`src/rtl/pc_sequencer.sv`:
```
// Multi-cycle control FSM for the RV32 program counter.
// Per instruction: fetch over a req/ack handshake, decode the opcode, start the datapath,
// wait for it to finish, then pulse pc_en with the matching pc_sel.
// Also covers ebreak/debug halt, a sticky fetch-timeout fault and a retired-instruction
// counter.
module pc_sequencer #(
    parameter int unsigned FETCH_TIMEOUT = 15,
    parameter int unsigned RET_W         = 16
) (
    input  logic             clk,
    input  logic             rst_n,
    input  logic             run,
    output logic             imem_req,
    input  logic             imem_ack,
    input  logic [31:0]      imem_rdata,
    output logic [31:0]      instr_q,
    output logic             ex_start,
    input  logic             ex_done,
    input  logic             branch_taken,
    input  logic             halt_req,
    input  logic             resume,
    output logic             pc_en,
    output logic [1:0]       pc_sel,
    output logic             halted,
    output logic             fault,
    output logic [RET_W-1:0] retired
);

    localparam int unsigned CntW = $clog2(FETCH_TIMEOUT + 1);
    localparam logic [CntW-1:0] CntLast = CntW'(FETCH_TIMEOUT - 1);

    localparam logic [31:0] InstrEbreak = 32'h0010_0073;
    localparam logic [6:0]  OpJal       = 7'b1101111;
    localparam logic [6:0]  OpJalr      = 7'b1100111;
    localparam logic [6:0]  OpBranch    = 7'b1100011;

    localparam logic [1:0] SelPc4  = 2'b00;
    localparam logic [1:0] SelImm  = 2'b01;
    localparam logic [1:0] SelAlu  = 2'b10;
    localparam logic [1:0] SelHold = 2'b11;

    typedef enum logic [2:0] {
        StIdle,
        StFetch,
        StDecode,
        StExec,
        StUpdate,
        StHalt
    } state_e;

    state_e            state_q, state_d;
    logic [31:0]       instr_d;
    logic [1:0]        sel_q, sel_d;
    logic              is_br_q, is_br_d;
    logic [CntW-1:0]   cnt_q, cnt_d;
    logic              fault_q, fault_d;
    logic              ebrk_q, ebrk_d;
    logic              halt_pend_q, halt_pend_d;
    logic [RET_W-1:0]  retired_q, retired_d;
    logic              ex_start_q, ex_start_d;

    // State and datapath registers; reset aborts any instruction in flight.
    always_ff @(posedge clk or negedge rst_n) begin
        if (!rst_n) begin
            state_q     <= StIdle;
            instr_q     <= 32'h0;
            sel_q       <= SelPc4;
            is_br_q     <= 1'b0;
            cnt_q       <= '0;
            fault_q     <= 1'b0;
            ebrk_q      <= 1'b0;
            halt_pend_q <= 1'b0;
            retired_q   <= '0;
            ex_start_q  <= 1'b0;
        end else begin
            state_q     <= state_d;
            instr_q     <= instr_d;
            sel_q       <= sel_d;
            is_br_q     <= is_br_d;
            cnt_q       <= cnt_d;
            fault_q     <= fault_d;
            ebrk_q      <= ebrk_d;
            halt_pend_q <= halt_pend_d;
            retired_q   <= retired_d;
            ex_start_q  <= ex_start_d;
        end
    end

    // Next-state logic: sequencing, opcode classification, timeout and halt handling.
    always_comb begin
        state_d     = state_q;
        instr_d     = instr_q;
        sel_d       = sel_q;
        is_br_d     = is_br_q;
        cnt_d       = cnt_q;
        fault_d     = fault_q;
        ebrk_d      = ebrk_q;
        halt_pend_d = halt_pend_q;
        retired_d   = retired_q;
        ex_start_d  = 1'b0;

        unique case (state_q)
            StIdle: begin
                if (halt_req) begin
                    state_d = StHalt;
                    ebrk_d  = 1'b0;
                end else if (run) begin
                    state_d = StFetch;
                    cnt_d   = '0;
                end
            end

            StFetch: begin
                // A halt request here waits until the instruction has retired.
                if (halt_req) begin
                    halt_pend_d = 1'b1;
                end
                if (imem_ack) begin
                    instr_d = imem_rdata;
                    cnt_d   = '0;
                    state_d = StDecode;
                end else if (cnt_q == CntLast) begin
                    fault_d = 1'b1;
                    cnt_d   = '0;
                    ebrk_d  = 1'b0;
                    state_d = StHalt;
                end else begin
                    cnt_d = cnt_q + 1'b1;
                end
            end

            StDecode: begin
                if (halt_req) begin
                    halt_pend_d = 1'b1;
                end
                if (instr_q == InstrEbreak) begin
                    // Resuming from ebreak retires it with a plain pc+4.
                    state_d = StHalt;
                    ebrk_d  = 1'b1;
                    sel_d   = SelPc4;
                    is_br_d = 1'b0;
                end else begin
                    state_d    = StExec;
                    ex_start_d = 1'b1;
                    is_br_d    = 1'b0;
                    unique case (instr_q[6:0])
                        OpJal:    sel_d = SelImm;
                        OpJalr:   sel_d = SelAlu;
                        OpBranch: begin
                            sel_d   = SelPc4;
                            is_br_d = 1'b1;
                        end
                        default:  sel_d = SelPc4;
                    endcase
                end
            end

            StExec: begin
                if (halt_req) begin
                    halt_pend_d = 1'b1;
                end
                if (ex_done) begin
                    if (is_br_q) begin
                        sel_d = branch_taken ? SelImm : SelPc4;
                    end
                    state_d = StUpdate;
                end
            end

            StUpdate: begin
                retired_d = retired_q + RET_W'(1);
                if (halt_req || halt_pend_q) begin
                    state_d = StHalt;
                    ebrk_d  = 1'b0;
                end else if (run) begin
                    state_d = StFetch;
                    cnt_d   = '0;
                end else begin
                    state_d = StIdle;
                end
            end

            StHalt: begin
                // A fault is sticky: only reset leaves HALT after a fetch timeout.
                if (resume && !fault_q) begin
                    if (ebrk_q) begin
                        state_d = StUpdate;
                        sel_d   = SelPc4;
                    end else begin
                        state_d = StFetch;
                        cnt_d   = '0;
                    end
                    ebrk_d = 1'b0;
                end
            end

            default: begin
                state_d = StIdle;
            end
        endcase

        // Any pending halt is consumed once HALT is reached.
        if (state_d == StHalt) begin
            halt_pend_d = 1'b0;
        end
    end

    // Outputs decoded from state; pc_sel holds except during UPDATE.
    always_comb begin
        imem_req = (state_q == StFetch);
        pc_en    = (state_q == StUpdate);
        pc_sel   = (state_q == StUpdate) ? sel_q : SelHold;
        halted   = (state_q == StHalt);
        ex_start = ex_start_q;
        fault    = fault_q;
        retired  = retired_q;
    end

endmodule
```
`config.mk`:
```
export PLATFORM = sky130hd
export DESIGN_NAME = pc_sequencer
export DESIGN_NICKNAME = d
export VERILOG_FILES = /design/src/rtl/pc_sequencer.sv
export SDC_FILE = /design/constraint.sdc
export NUM_CORES = 1
export LEC_CHECK = 0
export ABC_AREA = 1
export CORE_MARGIN = 1.5
export CORE_UTILIZATION = 35
export CTS_CLUSTER_SIZE = 30
export DETAILED_ROUTE_END_ITERATION = 16
export GPL_ROUTABILITY_DRIVEN = 0
export PLACE_DENSITY = 0.71
export SYNTH_ARGS = -nofsm -noshare
export SYNTH_HDL_FRONTEND = slang
export SYNTH_SLANG_ARGS = --single-unit
```
`constraint.sdc`:
```
create_clock -name clk -period 1.7 [get_ports clk]
set_clock_uncertainty 0.05 [all_clocks]
set_input_delay 0.255 -clock clk [delete_from_list [all_inputs] [get_ports clk]]
set_output_delay 0.255 -clock clk [all_outputs]
set_load 0.01 [all_outputs]
```
Word-level counts from Yosys, hierarchy flattened
Cells that the tools add are included.
- add/sub/neg operators: 2
- $mul: 0
- divide/modulo/power cells: 0
- magnitude comparators: 0
- equal/unequal tests: 23
- shift operators: 0
- mux-type cells: 42
- bitwise operators: 1
- reduce and logical (&&, ||, !) cells: 16
- operators by type and width (kind ; count):
    $eq 32x21->1 const B ; 1
    $mux 4 ; 7
    $mux 3 ; 9
    $eq 7x7->1 const B ; 3
    $pmux 3 s6 ; 1
    $add 16x1->16 const B ; 1
    $ne 2x2->1 const B ; 8
    $pmux 4 s4 ; 1
    $mux 1 ; 15
    $mux 2 ; 6
    $reduce_and 5->1 ; 2
    $eq 3x3->1 const B ; 3
    $ne 2x1->1 const B ; 4
    $reduce_and 7->1 ; 1
    $eq 3x2->1 const B ; 2
    $pmux 2 s3 ; 1
    $pmux 1 s5 ; 1
    $reduce_bool 5->1 ; 1
    $add 4x1->4 const B ; 1
    $eq 4x4->1 const B ; 1
    $pmux 2 s2 ; 1
    $reduce_and 2->1 ; 2
    $reduce_bool 2->1 ; 2
    $reduce_bool 4->1 ; 1
    other kinds (9) ; 9
- flip-flop bits (word level): 62
- latch bits: 0
- memory bits (writable): 0
- bits in read-only memories: 0
- memories kept: 0

Depth between registers and ports, before layout
Gate-level depths: netlist (run 1).
- word-level depth: 7
- mapped depth: 10
- gate-level depth less buffers: 9

Worst setup path after synthesis (run 1)
OpenSTA, ideal clock, no wires.
- kind: register -> register
- start point: register state_q[1]
- end point: register retired_q[15] (netlist: retired[15])
- setup time: 118 ps
- arrival time: 1249 ps
- path slack: 283 ps
- stages on the path, launching flop included: 8
- path buffers: 0
- clock period less this slack: 1417 ps
- cells stage by stage: dfrtp_1 -> nor2_4 -> nand2_4 -> nor3_4 -> nand2_2 -> nor2_2 -> xnor2_1 -> inv_1
- cells in the longest elaborated chain, start to end: 1
- ends and longest elaborated chain (item ; line ; text):
    start, declared ; 51 ; state_e state_q, state_d;
    start signal, assigned ; 65 ; state_q <= StIdle;
    start signal, assigned ; 76 ; state_q <= state_d;
    $eq 3x3->1 ; 102 ; unique case (state_q)
    end signal, assigned ; 84 ; retired_q <= retired_d;
    end, declared ; 59 ; logic [RET_W-1:0] retired_q, retired_d;
No other way between the ends.
A chain may end at the register's enable or synchronous reset.

Worst setup path after layout (run 1)
- start point: register state_q[1]
- end point: output pc_sel[0]
- cells in the longest elaborated chain, start to end: 2
- ends and longest elaborated chain (item ; line ; text):
    $eq 3x3->1 ; 212 ; pc_sel = (state_q == StUpdate) ? sel_q : SelHold;
    $mux 2 ; 212 ;
    end, declared ; 23 ; output logic [1:0] pc_sel,
No other way between the ends.

==> flow_metrics.env, run 1 <==
export IMPL_final_area_mm2=0.00459
export IMPL_drt_pass1_iterations=4
export IMPL_p_leak_nw=2.23
export IMPL_preCtsSetupSlack_ns=-0.0497
export IMPL_end_kind="primary output"
export IMPL_final_common_cell="nand2_1"
export IMPL_mostFrequentLayoutCells="nand2_1, clkdlybuf4s50_1, dfrtp_1"
export IMPL_die_area_mm2=0.00923
export IMPL_finalSetupViolCount=0
export IMPL_crit_path_start="state_q[1]$_DFF_PN0_"
export IMPL_worst_setup_path_type="reg -> out"
export IMPL_numCtsBuffers=9
export IMPL_grt_max_degree=63
export IMPL_clockRootBuffer="clkbuf_8"
export IMPL_chipHeight_um=96.1
export IMPL_critical_path_startpoint_type="register"
export IMPL_worst_ep_required_time_ns=1.39
export IMPL_grt_pass1_vias=2706
export IMPL_routed_wl_mm=7.95
export IMPL_p_int_mw=4.50
export IMPL_netlist_area_mm2=0.00303
export IMPL_ys_ff_latch=62
export IMPL_drt_iter0_markers=96
export IMPL_clock_power_share_pct=19.0
export IMPL_synth_top_area_share_pct=51.2
export IMPL_grt_usage_pct=17.4
export IMPL_dieWidth_um=96.1
export IMPL_synthCells=377
export IMPL_io_pins=95
export IMPL_worstPathCellList="nor2_4, nand2_4, or2_2, buf_6"
export IMPL_final_net_count=546
export IMPL_postLayoutCoreUtil_pct=55.3
export IMPL_regToRegEndpoint="retired[13]$_DFFE_PN0P_"
export IMPL_crit_fanout=3
export IMPL_critPathArrivalTime_ns=1.38
export IMPL_placed_cells=582
export IMPL_drc=0
export IMPL_core_area_mm2=0.00830
export IMPL_place_area_mm2=0.00419
export IMPL_htreeDepth=3
export IMPL_worst_path_largest_cell_delay_ns=0.44
export IMPL_ant_nets=0
export IMPL_instances_no_fill=612
export IMPL_rsz0062_at_grt="yes"
export IMPL_antenna_cells=0
export IMPL_drive_gt1_share_pct=14.0
export IMPL_via_per_inst=4.61
export IMPL_antenna_found_initial=0
export IMPL_yosys_area_top_type="dfrtp_1"
export IMPL_wl_per_cell_um=13.0
export IMPL_critPathBufInv=1
export IMPL_slew_violations=0
export IMPL_synth_area_top_cells="dfrtp_1, nand2_1, inv_1"
export IMPL_cellPowerDensity_mw_per_mm2=1560
export IMPL_switching_share_pct=37.2
export IMPL_area_growth_pct=51.3
export IMPL_clock_sinks=62
export IMPL_ir_drop_mv=0.760
export IMPL_hold_viol_final=0
export IMPL_combPwrFrac_pct=47.9
export IMPL_clk_pin_slew_ns=0.08
export IMPL_status="finished, final reports clean"
export IMPL_grt_overflow=0
export IMPL_yosysUniqueCellTypes=28
export IMPL_fin_ws_ns=0.0170
export IMPL_synthesis_nets=420
export IMPL_endpoint="pc_sel[0]"
export IMPL_switchingPower_mw=2.66
export IMPL_ys_warn_count=0
export IMPL_start_util_pct=36.5
export IMPL_r2r_slack_ns=0.04
export IMPL_clk_insertion_delay_late_ns=0.33
export IMPL_fillers=759
export IMPL_grt_pass1_wl_mm=12.1
export IMPL_crit_slowest_cell="dfrtp_2"
export IMPL_cts_tree="yes"
export IMPL_cts_buffer_depth=2
export IMPL_reg2reg_from="state_q[1]$_DFF_PN0_"
export IMPL_ys_seq_area_share_pct=51.2
export IMPL_synth_avg_cell_area_um2=8.04
export IMPL_port_buffers=94
export IMPL_max_freq_mhz=594
export IMPL_worst_path_stages=4
export IMPL_tightest_slew_ns=0.337
export IMPL_dpl_hpwl_mm=5.57
export IMPL_cp_top_family="simple AND/OR/NAND/NOR gates"
export IMPL_min_path_type="in -> reg"
export IMPL_rows=33
export IMPL_reg2reg_depth=10
export IMPL_maxCapViolations=0
export IMPL_period_share_pct=99.0
export IMPL_slew_headroom_pct=77.5
export IMPL_via_count=2821
export IMPL_post_route_min_period_ns=1.68
export IMPL_p_seq_share_pct=33.1
[power groups by stage]
stage	Combinational [mW]	Clock [mW]	Sequential, mW
floorplan	1.35	0	2.55
global placement	3.06	0	2.37
detailed placement	3.13	0	2.38
CTS	3.18	1.40	2.37
global route	3.79	1.47	2.43
finish	3.43	1.36	2.37
[synth_stat cells, drive strengths merged]
cell type / count
nand2: 119
nor3: 4
dfrtp: 62
xor2: 5
buf: 6
and3: 1
o21ai: 33
a21oi: 7
a31oi: 1
o211ai: 1
or2: 2
nor2: 37
ha: 3
xnor2: 8
nand4: 5
nand3: 21
inv: 62
[kinds of logic (layout without fill, tap and decap cells)]
group | after synthesis | in the layout | share of synthesized area, %
AOI/OAI and AO/OA | 42 | 42 | 7.06
xor gates and xnor gates | 13 | 13 | 3.76
adders and majority gates | 3 | 3 | 1.24
buffers and inverters | 68 | 197 | 9.04
DFF | 62 | 62 | 51.2
and+or+nand+nor | 189 | 190 | 27.7
[per-layer routing]
metal	part of all wire (%)	track usage, %	vias to the layer above
met5	0	0	-
met2	49	29.1	82
met1	42	20.6	1318
met4	1.7	8.09	0
li1	-	-	1408
met3	6.5	5.13	13
[cell type report]
| type | count | area [um^2] | share of cell area, % |
|---|---|---|---|
| sequential | 62 | 1550 | 33.9 |
| clock buffer | 12 | 165 | 3.60 |
| timing repair buffer | 120 | 1230 | 26.8 |
| tap | 105 | 131 | 2.86 |
| clock inverter | 3 | 42.5 | 0.928 |
| multi-input combinational | 248 | 1230 | 26.7 |
| inverter | 62 | 238 | 5.18 |
[worst register-to-register path, stage by stage (launching register included)]
cell     delay (ns)
dfrtp_2        0.44
nor2_4         0.12
nand2_4        0.06
buf_6          0.13
buf_6          0.12
nor3_4         0.20
nand2_2        0.14
nor2_4         0.12
nand2_1        0.06
nand2_1        0.05
nand2_1        0.05
[worst min-delay path by stage]
stage	cells past startpoint	to	startpoint	slack, ns
CTS	3	instr_q[5]$_DFFE_PN0P_	imem_rdata[5]	0.38
global placement	2	retired[15]$_DFFE_PN0P_	rst_n	0.24
floorplan	0	cnt_q[0]$_DFFE_PN0P_	rst_n	-0.09
global route	3	instr_q[5]$_DFFE_PN0P_	imem_rdata[5]	0.39
detailed placement	2	retired[15]$_DFFE_PN0P_	rst_n	0.25
finish	3	instr_q[5]$_DFFE_PN0P_	imem_rdata[5]	0.40
[metrics by stage]
step	hold WS [ns]	TNS, ns	power [mW]
after CTS	0.380	-0.0280	6.95
after global placement	0.243	0	5.42
after detailed placement	0.246	-0.0575	5.51
after floorplan	-0.0906	0	3.90
final	0.401	0	7.16
after global routing	0.387	-0.282	7.70
[sequential cells by signal, indices dropped and copies added (netlist names)]
register,count
instr_q,32
ex_start,1
is_br_q,1
retired,16
fault,1
ebrk_q,1
sel_q,2
cnt_q,4
halt_pend_q,1
state_q,3
[what timing repair did]
action | CTS | global route
endpoints found under the setup margin | 5 | 47
hold endpoints to repair | 62 | 0
gates cloned | 0 | 4
hold buffers | 1 | 0
gates resized for setup | 20 | 12
setup buffers | 4 | 6
pin swaps | 2 | 6
Note: power is estimated with default switching activity, not from simulation.
==> inputs of run 2 (changes only) <==
--- a/config.mk
+++ b/config.mk
@@ -5,13 +5,12 @@
 export SDC_FILE = /design/constraint.sdc
 export NUM_CORES = 1
 export LEC_CHECK = 0
-export ABC_AREA = 1
 export CORE_MARGIN = 1.5
 export CORE_UTILIZATION = 35
 export CTS_CLUSTER_SIZE = 30
 export DETAILED_ROUTE_END_ITERATION = 16
 export GPL_ROUTABILITY_DRIVEN = 0
-export PLACE_DENSITY = 0.71
+export PLACE_DENSITY = 0.72
 export SYNTH_ARGS = -nofsm -noshare
 export SYNTH_HDL_FRONTEND = slang
 export SYNTH_SLANG_ARGS = --single-unit
==> run 2 against run 1 <==
Compared with the run above: the run now ends with setup timing left; critical path depth rose by 2; synthesized area decreased by 6.4%; combinational power grew 24%; sequential share of layout area shrank 1.8 points; global-route usage is 1.3 points higher; first-iteration DRC count is 2.1% higher; clock-buffer cell count shrank 3; synthesized cell count fell by 37%; critical path type is now reg -> reg; largest power group unchanged; highest routed layer unchanged.
==> flow_metrics.env, run 2 <==
export IMPL_rows=32
export IMPL_slew_headroom_pct=71.5
export IMPL_synthMostInstantiatedCell="dfrtp_1"
export IMPL_yosysUniqueCellTypes=47
export IMPL_end_kind="register"
export IMPL_drc=0
export IMPL_critical_path_startpoint_type="register"
export IMPL_start_util_pct=36.3
export IMPL_antenna_found_initial=0
export IMPL_regArea_mm2=0.00156
export IMPL_finalSetupViolCount=32
export IMPL_crit_fanout=4
export IMPL_final_common_cell="clkdlybuf4s50_1"
export IMPL_gr_usage_met2_pct=29.4
export IMPL_grt_max_degree=63
export IMPL_area_growth_pct=71.5
export IMPL_grt_overflow=0
export IMPL_hold_viol_final=0
export IMPL_core_area_mm2=0.00781
export IMPL_ys_async_sr_fraction_pct=100
export IMPL_clk_pin_slew_ns=0.08
export IMPL_via_per_inst=5.03
export IMPL_die_area_mm2=0.00866
export IMPL_ys_flop_type="dfrtp_1"
export IMPL_yosys_area_top_type="dfrtp_1"
export IMPL_rsz0062_at_grt="yes"
export IMPL_whs_ns=0.388
export IMPL_port_buffers=94
export IMPL_ys_ff_latch=62
export IMPL_grt_usage_pct=18.7
export IMPL_cellPowerDensity_mw_per_mm2=1680
export IMPL_synthCells=236
export IMPL_ys_warn_count=0
export IMPL_drive_gt1_share_pct=37.9
export IMPL_antenna_cells=0
export IMPL_violations="setup timing"
export IMPL_synth_area_top_cells="dfrtp_1, mux2_2, xnor2_1"
export IMPL_cts_tree="yes"
export IMPL_ant_nets=0
export IMPL_wl_per_cell_um=16.2
export IMPL_synth_avg_cell_area_um2=12.0
export IMPL_largest_register_ffs=32
export IMPL_io_pins=95
export IMPL_grt_util_met1_pct=23.5
export IMPL_fillers=657
export IMPL_synth_top_cells_by_count="dfrtp_1, mux2_2, nand2_1"
export IMPL_preCtsSetupSlack_ns=-0.263
export IMPL_synthesis_nets=279
export IMPL_cts_buffer_depth=2
export IMPL_numCtsBuffers=9
export IMPL_period_share_pct=108
export IMPL_netlist_area_mm2=0.00284
export IMPL_worst_setup_path_type="reg -> reg"
export IMPL_clock_sinks=62
export IMPL_min_path_type="in -> async"
export IMPL_status="finished, violations left"
export IMPL_synth_edff_count=0
export IMPL_final_net_count=431
export IMPL_ir_drop_mv=1.02
export IMPL_p_leak_nw=2.15
export IMPL_tightest_slew_ns=0.424
export IMPL_synth_top_area_share_pct=54.7
export IMPL_dieWidth_um=93.0
export IMPL_chipHeight_um=93.0
export IMPL_largest_register="instr_q"
export IMPL_dpl_hpwl_mm=4.90
export IMPL_post_route_min_period_ns=1.84
export IMPL_fin_ws_ns=-0.138
export IMPL_busiest_layer="met2"
export IMPL_grt_pass1_vias=2520
export IMPL_htreeDepth=3
export IMPL_ys_seq_area_share_pct=54.7
export IMPL_clk_insertion_delay_late_ns=0.34
export IMPL_drt_pass1_iterations=4
export IMPL_grt_use_met3_pct=6.50
export IMPL_clockRootBuffer="clkbuf_8"
export IMPL_grt_pass1_wl_mm=12.5
export IMPL_via_count=2492
export IMPL_max_freq_mhz=544
export IMPL_mostFrequentLayoutCells="clkdlybuf4s50_1, dfrtp_1, buf_4"
export IMPL_finalSetupTns_ns=-2.37
export IMPL_worst_ep_required_time_ns=1.90
export IMPL_routed_wl_mm=8.01
export IMPL_critPathArrivalTime_ns=2.04
export IMPL_drt_iter0_markers=98
export IMPL_multi_input_area_mm2=0.00143
export IMPL_slew_violations=0
export IMPL_maxCapViolations=0
run 2: cell types whose count changed after synthesis, sizes merged, moves of 5 or more:
cell | before | now
nor2 | 37 | 8
nor4 | 0 | 7
a21oi | 7 | 2
nand2 | 119 | 12
nand2b | 0 | 5
mux2 | 0 | 34
nand3 | 21 | 7
inv | 62 | 7
o21ai | 33 | 6
and3 | 1 | 6
run 2: report_power, final:
group / switching, mW / total [mW] / internal (mW)
Clock: 0.634 / 1.46 / 0.830
Combinational: 1.61 / 4.24 / 2.62
Sequential: 0.467 / 2.48 / 2.01
Total: 2.72 / 8.18 / 5.46
run 2: what timing repair did:
item | 4_1_cts | 5_1_grt
cloned | 3 | 0
gates resized for setup | 48 | 68
buffers inserted | 14 | 13
hold buffers | 1 | 0
pin swaps | 9 | 16
setup endpoints to repair | 47 | 62
endpoints found under the hold margin | 62 | 0
run 2: per-stage QoR:
step           util, %  power [mW]  instances  area, um^2
6_report          62.3        8.18        495        4870
5_1_grt           62.3        8.65        495        4870
4_1_cts           59.2        7.70        485        4620
3_5_place_dp      52.5        5.64        451        4100
3_3_place_gp      52.5        5.58        451        4100
2_1_floorplan        -        3.88        236        2840
run 2: cell families after synthesis:
kind of cell | count (synthesis) | share of synthesized area, %
AOI/OAI and AO/OA | 24 | 5.95
and+or+nand+nor | 78 | 16.3
muxes | 37 | 14.6
DFF | 62 | 54.7
xor gates and xnor gates | 15 | 4.63
adders and majority gates | 3 | 1.32
buffers and inverters | 17 | 2.56
run 2: worst paths after layout:
check | start | endpoint | slack, ns | depth (start not counted)
min reg2reg | retired[8]$_DFFE_PN0P_ | retired[8]$_DFFE_PN0P_ | 0.45 | 1
max | state_q[1]$_DFF_PN0_ | halt_pend_q$_DFFE_PN0P_ | -0.14 | 6
min in group clk | retired[8]$_DFFE_PN0P_ | retired[8]$_DFFE_PN0P_ | 0.45 | 1
min | rst_n | retired[6]$_DFFE_PN0P_ | 0.39 | 3
max in group asynchronous | rst_n | state_q[2]$_DFF_PN0_ | 0.89 | 3
max reg2reg | state_q[1]$_DFF_PN0_ | halt_pend_q$_DFFE_PN0P_ | -0.14 | 6
run 2: area by class of cell:
type,count,area share (%)
clock inverter,7,2.01
sequential,62,32.1
multi-input combinational,157,29.5
tap,102,2.62
clock buffer,9,2.54
timing repair buffer,151,30.8
inverter,7,0.540
run 2: worst max-delay path: stages, from the launching register on:
cell and delay (ns):
dfrtp_2 0.44, buf_6 0.14, buf_6 0.10, and3b_2 0.20, and2_4 0.16, or4_1 0.51
o22ai_1 0.14
run 2: routing by layer:
layer	vias to the layer above	wire length, um
met2	97	3880
li1	1155	-
met5	-	0
met4	0	127
met3	13	560
met1	1227	3440
